--- src/rtl/md_pkg.sv ---
`default_nettype none
// ============================================================================
// Module      : md_pkg
// Description : Shared encodings for the E-stage MD issue controller: the
//               MD instruction class, the MD operation select, the E-result
//               mux select, controller states and default MD latencies.
// Revision    : 1.0 - initial release
// ============================================================================
package md_pkg;

   // MD instruction class presented with the E-stage instruction
   typedef enum logic [3:0] {
      MD_NONE  = 4'd0,
      MD_MULT  = 4'd1,
      MD_MULTU = 4'd2,
      MD_DIV   = 4'd3,
      MD_DIVU  = 4'd4,
      MD_MFHI  = 4'd5,
      MD_MFLO  = 4'd6,
      MD_MTHI  = 4'd7,
      MD_MTLO  = 4'd8
   } md_op_t;

   // Operation select driven into the MD unit
   localparam logic [1:0] MDOP_MULT  = 2'b00;
   localparam logic [1:0] MDOP_MULTU = 2'b01;
   localparam logic [1:0] MDOP_DIV   = 2'b10;
   localparam logic [1:0] MDOP_DIVU  = 2'b11;

   // E-stage result mux select
   localparam logic [1:0] MF_SEL_ALU = 2'b00;
   localparam logic [1:0] MF_SEL_HI  = 2'b01;
   localparam logic [1:0] MF_SEL_LO  = 2'b10;

   // Default MD latencies (busy cycles after start)
   localparam int MULT_CYCLES_DEF = 5;
   localparam int DIV_CYCLES_DEF  = 10;

   // Controller state: IDLE means the shadow counter is zero
   typedef enum logic [0:0] {
      ST_IDLE = 1'b0,
      ST_BUSY = 1'b1
   } md_state_t;

   // True for the classes that launch a multiply or divide
   function automatic logic is_muldiv(input logic [3:0] op);
      return (op == MD_MULT) || (op == MD_MULTU) || (op == MD_DIV) || (op == MD_DIVU);
   endfunction

   // True for any real MD class (1..8); everything else behaves as NONE
   function automatic logic is_md_class(input logic [3:0] op);
      return (op >= 4'd1) && (op <= 4'd8);
   endfunction

endpackage
`default_nettype wire

--- src/rtl/md_issue_ctrl.sv ---
`default_nettype none
// ============================================================================
// Module      : md_issue_ctrl
// Description : E-stage controller in front of the multiply/divide unit.
//               Decodes the MD class, issues start/MDOp/mthi/mtlo, selects
//               hi/lo for mfhi/mflo, stalls MD instructions while MD is
//               busy and cross-checks MD busy against a shadow counter.
// Revision    : 1.0 - initial release
// ============================================================================
module md_issue_ctrl
   import md_pkg::*;
#(
   parameter int MULT_CYCLES = MULT_CYCLES_DEF,
   parameter int DIV_CYCLES  = DIV_CYCLES_DEF
) (
   input  logic        clk,
   input  logic        reset,
   input  logic        valid_E,
   input  logic [3:0]  md_op_E,
   input  logic [31:0] rs_E,
   input  logic [31:0] rt_E,
   input  logic        md_busy,
   output logic [31:0] A,
   output logic [31:0] B,
   output logic [31:0] WD,
   output logic        start,
   output logic [1:0]  MDOp,
   output logic        mthi,
   output logic        mtlo,
   output logic        stall,
   output logic [1:0]  mf_sel,
   output logic        sync_err
);

   // Counter width is tied to the longest latency
   localparam int CW = $clog2(DIV_CYCLES + 1);

   md_state_t   state;
   logic [CW-1:0] cnt;

   logic md_act;
   logic issue_ok;
   logic op_is_div;

   // Operands go straight through to MD; they are always valid
   assign A  = rs_E;
   assign B  = rt_E;
   assign WD = rs_E;

   // Decode and issue; everything except the operand pass-through is held
   // low while reset is asserted so MD sees no spurious requests
   always_comb begin
      md_act    = valid_E && is_md_class(md_op_E);
      op_is_div = (md_op_E == MD_DIV) || (md_op_E == MD_DIVU);
      stall     = md_act && (state == ST_BUSY) && !reset;
      issue_ok  = valid_E && !stall && !reset;

      start = issue_ok && (state == ST_IDLE) && is_muldiv(md_op_E);
      mthi  = issue_ok && (md_op_E == MD_MTHI);
      mtlo  = issue_ok && (md_op_E == MD_MTLO);

      MDOp = MDOP_MULT;
      if (!reset) begin
         case (md_op_E)
            MD_MULTU: MDOp = MDOP_MULTU;
            MD_DIV:   MDOp = MDOP_DIV;
            MD_DIVU:  MDOp = MDOP_DIVU;
            default:  MDOp = MDOP_MULT;
         endcase
      end

      mf_sel = MF_SEL_ALU;
      if (issue_ok) begin
         if (md_op_E == MD_MFHI)
            mf_sel = MF_SEL_HI;
         else if (md_op_E == MD_MFLO)
            mf_sel = MF_SEL_LO;
      end
   end

   // Shadow latency counter, state and sticky busy-mismatch flag
   always_ff @(posedge clk or posedge reset) begin
      if (reset) begin
         state    <= ST_IDLE;
         cnt      <= '0;
         sync_err <= 1'b0;
      end else begin
         if (md_busy != (state == ST_BUSY))
            sync_err <= 1'b1;

         case (state)
            ST_IDLE: begin
               if (start) begin
                  cnt   <= op_is_div ? CW'(DIV_CYCLES) : CW'(MULT_CYCLES);
                  state <= ST_BUSY;
               end
            end
            ST_BUSY: begin
               cnt <= cnt - CW'(1);
               // Last busy cycle: the next cycle is the first free one
               if (cnt == CW'(1))
                  state <= ST_IDLE;
            end
            default: begin
               state <= ST_IDLE;
               cnt   <= '0;
            end
         endcase
      end
   end

endmodule
`default_nettype wire

--- config.mk ---
export PLATFORM = sky130hd
export DESIGN_NAME = md_issue_ctrl
export DESIGN_NICKNAME = d
export VERILOG_FILES = /design/src/rtl/md_pkg.sv /design/src/rtl/md_issue_ctrl.sv
export SDC_FILE = /design/constraint.sdc
export NUM_CORES = 1
export LEC_CHECK = 0
export BUFFER_PORTS_ARGS = -buffer_cell sky130_fd_sc_hd__buf_2
export CAP_MARGIN = 20
export CORE_ASPECT_RATIO = 1.1
export CORE_MARGIN = 4
export CORE_UTILIZATION = 25
export DETAILED_ROUTE_END_ITERATION = 12
export GPL_ROUTABILITY_DRIVEN = 0
export HOLD_SLACK_MARGIN = 0.05
export PLACE_DENSITY = 0.71
export SYNTH_ARGS = -nofsm -noshare
export SYNTH_HDL_FRONTEND = slang
export SYNTH_SLANG_ARGS = --single-unit
--- constraint.sdc ---
create_clock -name clk -period 3.9 [get_ports clk]
set_input_delay 0.78 -clock clk [delete_from_list [all_inputs] [get_ports clk]]
set_output_delay 0.78 -clock clk [all_outputs]
set_load 0.005 [all_outputs]
* After elaboration in Yosys (flattened, before gate mapping)
Index checks and enable logic that the tools add are counted.
Operators by class: $add $sub $neg 1, $lt $le $gt $ge 2, equality and inequality tests 11, muxes and demuxes 11, bitwise operators 1, reduce and logical (&&, ||, !) cells 16
Operator list (count):
- equality test 4 x 3 -> 1 bit, second input constant | 4
- logical AND 1 bit | 10
- equality test 4 x 1 -> 1 bit, second input constant | 2
- equality test 4 x 2 -> 1 bit, second input constant | 2
- 2-to-1 mux 2 bit | 4
- 2-to-1 mux 4 bit | 2
- one-hot mux 4 bit (2 select lines) | 1
- one-hot mux 2 bit (3 select lines) | 1
- equality test 4 bit, second input constant | 1
- greater-or-equal comparator 4 x 1 -> 1 bit, second input constant | 1
- less-or-equal comparator 4 bit, second input constant | 1
- logical OR 1 bit | 4
- subtractor 4 x 1 -> 4 bit, second input constant | 1
- logical NOT 1 bit | 2
- 2-to-1 mux 1 bit | 2
- inequality test 2 bit, second input constant | 1
- one-hot mux 1 bit (2 select lines) | 1
- inequality test 1 bit | 1
- NOT 1 bit | 1
Storage, ports and cells: flip-flop bits (word level) 6, input bits 72, output and inout bits 105, logic and storage cells 45

* Depth between registers and ports, before layout
Gate-level depths: netlist of the first run.
depth in word-level cells 12, gate-level depth with buffers 4, mapped depth without buffers 4

* Worst setup path after synthesis of the first run
No wires, ideal clock.
path kind input to output, start input port md_op_E[2], end output port stall, arrival 1.689 ns, data required time 3.120 ns, path slack 1.431 ns, stages on the path 4, buffers on the path 1, path through buf_2 > or3_1 > xor2_1 > and4_1
Between the ends: cells in the longest elaborated chain, start to end 5, elaborated cells on any way between the ends 6, those cells by class order compare: 2; reduce/logical: 4
Ends and longest elaborated chain:
- start, declared | RTL line md_issue_ctrl.sv:19 | input logic [3:0] md_op_E,
- greater-or-equal comparator 4 x 1 -> 1 bit / less-or-equal comparator 4 bit (equally long branches) | RTL line md_pkg.sv:52 | return (op >= 4'd1) && (op <= 4'd8);
- logical AND 1 bit (*) | RTL line md_pkg.sv:52
- logical AND 1 bit (*) | RTL line md_issue_ctrl.sv:53 | md_act = valid_E && is_md_class(md_op_E);
- logical AND 1 bit (*) (2 in a row) | RTL line md_issue_ctrl.sv:55 | stall = md_act && (state == ST_BUSY) && !reset;
- end, declared | RTL line md_issue_ctrl.sv:30 | output logic stall,
Mark *: on every way between the ends. The rest lies on a longest branch, timed or not.

* Worst setup path after layout of the first run
start input port md_op_E[3], end output port mf_sel[0]
Between the ends: cells in the longest elaborated chain, start to end 9, elaborated cells on any way between the ends 12, those cells by class order compare: 2; eq/ne: 1; mux: 2; reduce/logical: 7
Ends and longest elaborated chain:
- greater-or-equal comparator 4 x 1 -> 1 bit / less-or-equal comparator 4 bit (equally long branches) | RTL line md_pkg.sv:52
- logical AND 1 bit | RTL line md_pkg.sv:52
- logical AND 1 bit | RTL line md_issue_ctrl.sv:53
- logical AND 1 bit (2 in a row) | RTL line md_issue_ctrl.sv:55
- logical NOT 1 bit | RTL line md_issue_ctrl.sv:56 | issue_ok = valid_E && !stall && !reset;
- logical AND 1 bit (2 in a row) | RTL line md_issue_ctrl.sv:56
- 2-to-1 mux 2 bit (*) | RTL line md_issue_ctrl.sv:73 | if (issue_ok) begin
- end, declared | RTL line md_issue_ctrl.sv:31 | output logic [1:0] mf_sel,
Marked as above.

==> results.sh, run 1 <==
export IMPL_wirelength_microns=1800
export IMPL_via_per_inst=4.46
export IMPL_final_util_pct=14.6
export IMPL_rsz0062_at_grt="no"
export IMPL_drv_cap=0
export IMPL_drv_slew=0
export IMPL_grt_pass1_wl_microns=2720
export IMPL_place_ws_ns=1.27
export IMPL_ys_warn_count=0
export IMPL_nets=150
export IMPL_syn_inst=155
export IMPL_hold_viol_final=0
export IMPL_hpwl_microns=1400
export IMPL_numCtsBuffers=3
export IMPL_grt_pass1_vias=591
export IMPL_regArea_sq_um=150
export IMPL_p_leak_nw=0.302
export IMPL_worstSetupPathType="in -> out"
export IMPL_overflow=0
export IMPL_n_antenna_cell=0
export IMPL_drt_pass1_iter_count=5
export IMPL_min_path_type="reg -> reg"
export IMPL_drt_iter0_markers=28
export IMPL_worst_pin_slew_ns=0.440
export IMPL_fmax_mhz=379
export IMPL_post_cts_buffers=0
export IMPL_cts_root_buf="clkbuf_8"
export IMPL_antenna_left=0
export IMPL_io_buffer_count=16
export IMPL_worst_ep_arrival_time_ns=1.86
export IMPL_clockBufferDepth=2
export IMPL_vias=580
export IMPL_max_vdd_ir_drop_mv=0.167
export IMPL_die_h_microns=81.9
export IMPL_stdcell_count=130
export IMPL_io_pins=177
export IMPL_grt_usage_pct=5.69
export IMPL_antenna_found_initial=0
export IMPL_place_inst=127
export IMPL_ctsResizeCount=0
export IMPL_netlist_area_sq_um=1240
export IMPL_finalCritPeriodShare_pct=67.7
export IMPL_p_total_mw=0.343
export IMPL_clock_sinks=6
export IMPL_postSynthAreaPerCell_sq_um=8.01
export IMPL_fp_dieArea_sq_um=6160
export IMPL_setup_tns_ns=0
export IMPL_final_common_cell="buf_2"
export IMPL_drcViolationCount=0
export IMPL_wire_per_inst_microns=13.8
export IMPL_start_util_pct=26.3
export IMPL_core_area_sq_um=4720
export IMPL_grt_max_degree=14
export IMPL_fin_ws_ns=1.26
export IMPL_syn_num_nets=229
export IMPL_rows=26
export IMPL_clk_pin_slew_worst_paths_ns=0.04
export IMPL_area_growth_pct=-44.5
export IMPL_filler_cell_count=525
export IMPL_dpl_instance_area_sq_um=648
export IMPL_ys_seq_area_share_pct=12.1
export IMPL_cts_htree_levels=1
export IMPL_yosysTopAreaCell="buf_4"
export IMPL_crit_fanout=7
export IMPL_slew_limit_headroom_pct=70.6
export IMPL_synth_seq_cells=6
export IMPL_power_density_nw_per_um2=498
export IMPL_final_layout_size_suffix_gt1_share_pct=28.4
export IMPL_status="completed"
export IMPL_period_minus_slack_ns=2.64
export IMPL_required_ns=3.12
export IMPL_end_kind="primary output"
export IMPL_skew_ns=0.00177
export IMPL_synth_area_leaders="buf_4, dfrtp_1, xnor2_1"
export IMPL_holdWs_ns=0.463
export IMPL_final_cell_mix="buf_2, dfrtp_1, inv_1, nor2_1, nand2_1"
export IMPL_final_cell_area_sq_um=689
export IMPL_setup_viol=0
export IMPL_fp_dieW_microns=75.2
export IMPL_multi_input_area_sq_um=329
export IMPL_insertion_delay_ns=0.22
export IMPL_tritoncts="yes"
export IMPL_synthDistinctLibCells=33
export IMPL_yosysTopAreaCellShare_pct=58.7
export IMPL_cts_hold_buf=0
export IMPL_crit_path_start_kind="primary input"
-- layout make-up --
type                       instances  share of cell area, %
clock buffer                       3                   5.99
sequential                         6                   21.8
multi-input combinational         44                   47.7
tap                               56                   10.2
inverter                           5                   2.72
timing repair buffer              16                   11.6
-- routing by layer --
metal	part of all wire, %	global-route usage [%]	up-vias	wire length (microns)
met5	0	0	-	0
met4	14	10.1	0	259
met3	13	2.20	47	229
met2	42	7.23	30	760
met1	30	5.07	258	547
li1	-	-	245	-
-- where the power goes --
group          switching [mW]  total (mW)  internal, mW
sequential             0.0387       0.127        0.0880
clock                  0.0277      0.0941        0.0664
combinational          0.0574       0.123        0.0652
-- worst paths after layout --
kind / start / end / slack (ns) / depth (start not counted)
setup reg to reg: state$_DFF_PP0_ / cnt[3]$_DFFE_PP0P_ / 2.34 / 3
hold reg to reg: sync_err$_DFFE_PP0P_ / sync_err$_DFFE_PP0P_ / 0.46 / 1
hold / removal: sync_err$_DFFE_PP0P_ / sync_err$_DFFE_PP0P_ / 0.46 / 1
setup / recovery: md_op_E[3] / mf_sel[0] / 1.26 / 5
max in group asynchronous: reset / cnt[1]$_DFFE_PP0P_ / 3.14 / 2
min in group asynchronous: reset / cnt[2]$_DFFE_PP0P_ / 0.54 / 2
-- sequential cells by signal, summed over array words and instances (netlist names) --
signal	count
cnt	4
state	1
sync_err	1
-- cells by family after synthesis --
logic type | Yosys count | share of synthesized area (%)
AO/OA/AOI/OAI | 12 | 7.26
XOR/XNOR | 5 | 3.53
adder cells (fa/ha/maj) | 2 | 2.02
buffers and inverters | 105 | 61.4
flip-flops | 6 | 12.1
AND/OR/NAND/NOR | 25 | 13.7
-- critical path, cell delays in order --
cell,delay (ns)
buf_2,0.14
nor4b_4,0.44
nand2_1,0.16
nor3b_1,0.20
buf_2,0.14
-- cell usage after synthesis (all sizes together) --
library cell,count
a21o,2
a221oi,1
nor4,1
a21oi,1
xor2,1
or4b,2
nand2b,1
nor3b,3
a31oi,1
dfrtp,6
inv,5
xnor2,4
a222oi,1
nor2,5
buf,100
nor4b,1
o211ai,1
a22oi,1
ha,2
o2111a,1
o2111ai,1
o21ai,2
and3b,1
and4,1
nand2,5
nand4,1
nand4b,1
or3,1
and3,1
nor3,1
Note: power is estimated with default switching activity, not from simulation.
==> inputs of run 2 (changes only) <==
--- a/config.mk
+++ b/config.mk
@@ -13,7 +13,7 @@
 export DETAILED_ROUTE_END_ITERATION = 12
 export GPL_ROUTABILITY_DRIVEN = 0
 export HOLD_SLACK_MARGIN = 0.05
-export PLACE_DENSITY = 0.71
+export PLACE_DENSITY = 0.73
 export SYNTH_ARGS = -nofsm -noshare
 export SYNTH_HDL_FRONTEND = slang
 export SYNTH_SLANG_ARGS = --single-unit
==> constraint.sdc (replaced) <==
create_clock -name clk -period 2.3 [get_ports clk]
set_input_delay 0.46 -clock clk [delete_from_list [all_inputs] [get_ports clk]]
set_output_delay 0.46 -clock clk [all_outputs]
set_load 0.005 [all_outputs]
==> run 2 against run 1 <==
Net effect: global-route usage increased by 0.79 points; sequential share of layout area decreased by 0.46 points; flip-flop and latch count stayed put; highest routed layer unchanged; clock skew barely moved.
==> results.sh, run 2 (synthesis results as in run 1) <==
export IMPL_worstSetupPathType="in -> out"
export IMPL_end_kind="primary output"
export IMPL_ctsResizeCount=0
export IMPL_final_cell_area_sq_um=704
export IMPL_io_buffer_count=16
export IMPL_grt_pass1_wl_microns=2890
export IMPL_p_leak_nw=0.312
export IMPL_overflow=0
export IMPL_crit_slowest_cell="or3_1"
export IMPL_final_cell_mix="buf_2, dfrtp_1, inv_1, nor2_1, nand2_1"
export IMPL_n_antenna_cell=0
export IMPL_rsz0062_at_grt="no"
export IMPL_stdcell_count=132
export IMPL_slowest_delay_ns=0.45
export IMPL_tritoncts="yes"
export IMPL_min_path_type="in -> async"
export IMPL_die_h_microns=81.9
export IMPL_reg2reg_to="cnt[3]$_DFFE_PP0P_"
export IMPL_rows=26
export IMPL_worst_pin_slew_ns=0.298
export IMPL_cts_htree_levels=1
export IMPL_rr_worst_depth=4
export IMPL_fp_dieW_microns=75.2
export IMPL_area_growth_pct=-43.2
export IMPL_regToRegSetupSlack_ns=0.74
export IMPL_fmax_mhz=500
export IMPL_clock_sinks=6
export IMPL_antenna_left=0
export IMPL_cts_root_buf="clkbuf_8"
export IMPL_drv_cap=0
export IMPL_drv_slew=0
export IMPL_status="completed"
export IMPL_setup_tns_ns=0
export IMPL_required_ns=1.84
export IMPL_hpwl_microns=1550
export IMPL_clk_pin_slew_worst_paths_ns=0.04
export IMPL_grt_usage_pct=6.48
export IMPL_nets=152
export IMPL_max_vdd_ir_drop_mv=0.248
export IMPL_via_per_inst=4.67
export IMPL_io_pins=177
export IMPL_path_common_cell="buf_2"
export IMPL_wire_per_inst_microns=15.0
export IMPL_clockBufferDepth=2
export IMPL_crit_path_start_kind="primary input"
export IMPL_power_density_nw_per_um2=852
export IMPL_fp_dieArea_sq_um=6160
export IMPL_cts_hold_buf=0
export IMPL_dpl_instance_area_sq_um=663
export IMPL_vias=616
export IMPL_wirelength_microns=1980
export IMPL_regMostFlops="cnt"
export IMPL_finalCritPeriodShare_pct=86.9
export IMPL_final_util_pct=14.9
export IMPL_post_cts_buffers=0
export IMPL_skew_ns=0.00205
export IMPL_start_util_pct=26.3
export IMPL_drt_pass1_iter_count=4
export IMPL_grt_max_degree=13
export IMPL_cp_startpoint="md_op_E[2]"
export IMPL_drt_iter0_markers=51
export IMPL_place_inst=129
export IMPL_largest_reg_flops=4
export IMPL_grt_pass1_vias=611
export IMPL_period_minus_slack_ns=2.00
export IMPL_numCtsBuffers=3
export IMPL_antenna_found_initial=0
export IMPL_crit_reg2reg_launch="state$_DFF_PP0_"
export IMPL_crit_chain="buf_2 -> or3_1 -> xor2_1 -> and4_1 -> buf_2"
export IMPL_hold_viol_final=0
export IMPL_slew_limit_headroom_pct=80.1
export IMPL_drcViolationCount=0
export IMPL_setup_viol=0
export IMPL_final_layout_size_suffix_gt1_share_pct=30.3
export IMPL_insertion_delay_ns=0.22
export IMPL_crit_fanout=8
export IMPL_top_regs="cnt: 4 flops, state: 1 flops, sync_err: 1 flops"
export IMPL_worst_ep_arrival_time_ns=1.54
export IMPL_p_total_mw=0.600
export IMPL_final_common_cell="buf_2"
export IMPL_core_area_sq_um=4720
run 2: power breakdown:
group | total [mW] | internal, mW | switching, mW
logic | 0.252 | 0.123 | 0.129
clock network | 0.157 | 0.112 | 0.0444
registers | 0.191 | 0.150 | 0.0413
total | 0.600 | 0.385 | 0.215
run 2: critical path, delay by kind of cell:
kind	cells	cell delay [ns]
xor gates and xnor gates	1	0.16
buffers and inverters	2	0.27
and+or+nand+nor	2	0.65
run 2: layout make-up:
class	count	area, sq um
well taps	56	70.1
inverters	5	18.8
clock buffers	3	41.3
repair buffers	18	95.1
flip-flops and latches	6	150
multi-input cells	44	329
fillers	516	4010
run 2: how the worst max path moves through the flow:
stage,end,cells after the start
3_3_place_gp,stall,5
6_report,stall,5
5_1_grt,stall,5
2_1_floorplan,stall,4
3_5_place_dp,stall,5
4_1_cts,stall,5
run 2: per-layer routing:
| metal | share of wire (%) | GRT usage, % | vias to the layer above |
|---|---|---|---|
| li1 | - | - | 251 |
| met1 | 30 | 5.50 | 278 |
| met2 | 35 | 7.49 | 41 |
| met3 | 14 | 1.96 | 46 |
| met4 | 21 | 14.5 | 0 |
| met5 | 0 | 0 | - |
run 2: per-stage QoR:
stage	hold WS, ns	worst slack, ns
floorplan	0.265	0.471
detailed placement	0.458	0.295
global route	0.257	0.244
CTS	0.232	0.294
global placement	0.455	0.308
finish	0.225	0.301
==> inputs of run 3 (changes only) <==
--- a/config.mk
+++ b/config.mk
@@ -13,7 +13,9 @@
 export DETAILED_ROUTE_END_ITERATION = 12
 export GPL_ROUTABILITY_DRIVEN = 0
 export HOLD_SLACK_MARGIN = 0.05
+export MAX_ROUTING_LAYER = met4
 export PLACE_DENSITY = 0.73
+export RECOVER_POWER = 50
 export SYNTH_ARGS = -nofsm -noshare
 export SYNTH_HDL_FRONTEND = slang
 export SYNTH_SLANG_ARGS = --single-unit
==> run 3 against run 2 <==
Net effect: count of clock-buffer cells in the layout is the same; total power decreased by 0.20%; utilization about the same; clock power hardly changed; global-route usage rose by 0.18 points; via count shrank 1.1%; highest routed layer unchanged; sequential share of layout area about the same; register-to-register slack about the same; largest cell class unchanged.
==> results.sh, run 3 (synthesis results as in run 1) <==
export IMPL_start_util_pct=26.3
export IMPL_slew_limit_headroom_pct=79.7
export IMPL_hold_viol_final=0
export IMPL_grt_max_degree=13
export IMPL_wirelength_microns=1960
export IMPL_crit_slowest_cell="or3_1"
export IMPL_setup_viol=0
export IMPL_wire_per_inst_microns=14.9
export IMPL_clock_sinks=6
export IMPL_status="completed"
export IMPL_via_per_inst=4.61
export IMPL_cts_root_buf="clkbuf_8"
export IMPL_largest_reg_flops=4
export IMPL_drv_cap=0
export IMPL_insertion_delay_ns=0.22
export IMPL_crit_chain="buf_2 -> or3_1 -> xor2_1 -> and4_1 -> buf_2"
export IMPL_path_common_cell="buf_2"
export IMPL_clockBufferDepth=2
export IMPL_top_regs="cnt: 4 flops, state: 1 flops, sync_err: 1 flops"
export IMPL_holdWs_ns=0.259
export IMPL_grt_use_met2_pct=7.49
export IMPL_finalCritPeriodShare_pct=86.9
export IMPL_drv_slew=0
export IMPL_power_density_nw_per_um2=852
export IMPL_required_ns=1.84
export IMPL_core_area_sq_um=4720
export IMPL_fp_dieArea_sq_um=6160
export IMPL_worst_pin_slew_ns=0.303
export IMPL_drt_pass1_iter_count=4
export IMPL_cts_hold_buf=0
export IMPL_tritoncts="yes"
export IMPL_slowest_delay_ns=0.45
export IMPL_hpwl_microns=1550
export IMPL_fp_dieW_microns=75.2
export IMPL_drcViolationCount=0
export IMPL_die_h_microns=81.9
export IMPL_skew_ns=0.00199
export IMPL_p_leak_nw=0.309
export IMPL_final_common_cell="buf_2"
export IMPL_clk_pin_slew_worst_paths_ns=0.04
export IMPL_vias=609
export IMPL_grt_usage_pct=6.66
export IMPL_busiest_layer="met4"
export IMPL_rsz0062_at_grt="no"
export IMPL_grt_met3_usage_pct=1.96
export IMPL_setup_tns_ns=0
export IMPL_io_buffer_count=16
export IMPL_period_minus_slack_ns=2.00
export IMPL_io_pins=177
export IMPL_cts_htree_levels=1
export IMPL_numCtsBuffers=3
export IMPL_cp_top_family="simple AND/OR/NAND/NOR gates"
export IMPL_crit_path_start_kind="primary input"
export IMPL_antenna_found_initial=0
export IMPL_final_cell_mix="buf_2, dfrtp_1, inv_1, nor2_1, nand2_1"
export IMPL_rows=26
export IMPL_overflow=0
export IMPL_crit_fanout=8
export IMPL_filler_cell_count=517
export IMPL_end_kind="primary output"
export IMPL_nets=152
export IMPL_crit_reg2reg_launch="state$_DFF_PP0_"
export IMPL_drt_iter0_markers=49
export IMPL_grtUsageMet1_pct=5.50
export IMPL_fmax_mhz=500
export IMPL_ctsResizeCount=0
export IMPL_cp_startpoint="md_op_E[2]"
export IMPL_regMostFlops="cnt"
export IMPL_min_path_type="in -> async"
export IMPL_final_layout_size_suffix_gt1_share_pct=28.9
export IMPL_grt_pass1_wl_microns=2880
export IMPL_worst_path_buf_inv=2
export IMPL_grt_pass1_vias=611
export IMPL_n_antenna_cell=0
export IMPL_worst_ep_arrival_time_ns=1.54
export IMPL_post_cts_buffers=0
export IMPL_max_vdd_ir_drop_mv=0.248
export IMPL_worstSetupPathType="in -> out"
export IMPL_area_growth_pct=-43.3
export IMPL_antenna_left=0
-- run 3: changes by cell type in the layout (fill, tap and decap cells not counted), sizes merged --
| cell | before | now |
|---|---|---|
| clkbuf | 3 | 4 |
| buf | 18 | 17 |
-- run 3: power breakdown --
| group | switching [mW] | internal (mW) | total (mW) | leakage [nW] |
|---|---|---|---|---|
| clock | 0.0451 | 0.112 | 0.157 | 0.0216 |
| combinational | 0.128 | 0.123 | 0.251 | 0.226 |
| sequential | 0.0408 | 0.150 | 0.190 | 0.0623 |
| total | 0.214 | 0.385 | 0.599 | 0.309 |
-- run 3: worst paths after layout --
path                                             end  slack [ns]  cells past startpoint
worst max-delay path                           stall        0.30                      5
worst min-delay path              cnt[2]$_DFFE_PP0P_        0.26                      2
worst max register to register    cnt[3]$_DFFE_PP0P_        0.74                      4
worst min register to register  sync_err$_DFFE_PP0P_        0.46                      1
max in group asynchronous         cnt[1]$_DFFE_PP0P_        1.81                      2
min in group clk                sync_err$_DFFE_PP0P_        0.46                      1
-- run 3: layout make-up --
class                   count  area (sq um)  share of cell area (%)
multi-input cells          44           329                    46.8
flip-flops and latches      6           150                    21.4
repair buffers             18          93.8                    13.3
well taps                  56          70.1                    9.96
clock buffers               3          41.3                    5.87
inverters                   5          18.8                    2.67
-- run 3: per-layer routing --
layer / vias up / wire length [microns] / share of wire [%]
met5: - / 0 / 0
met4: 0 / 410 / 21
met3: 46 / 270 / 14
met2: 33 / 680 / 35
met1: 279 / 603 / 31
li1: 251 / - / -
-- run 3: per-stage QoR --
stage | std cells | power (mW) | instance area, sq um | setup slack, ns | util [%]
final | 132 | 0.599 | 703 | 0.301 | 14.9
after global routing | 132 | 0.641 | 703 | 0.244 | 14.9
after CTS | 132 | 0.604 | 704 | 0.294 | 14.9
after detailed placement | 129 | 0.442 | 663 | 0.295 | 14.1
after global placement | 129 | 0.432 | 663 | 0.308 | 14.1
after floorplan | 155 | 0.516 | 1240 | 0.471 | -
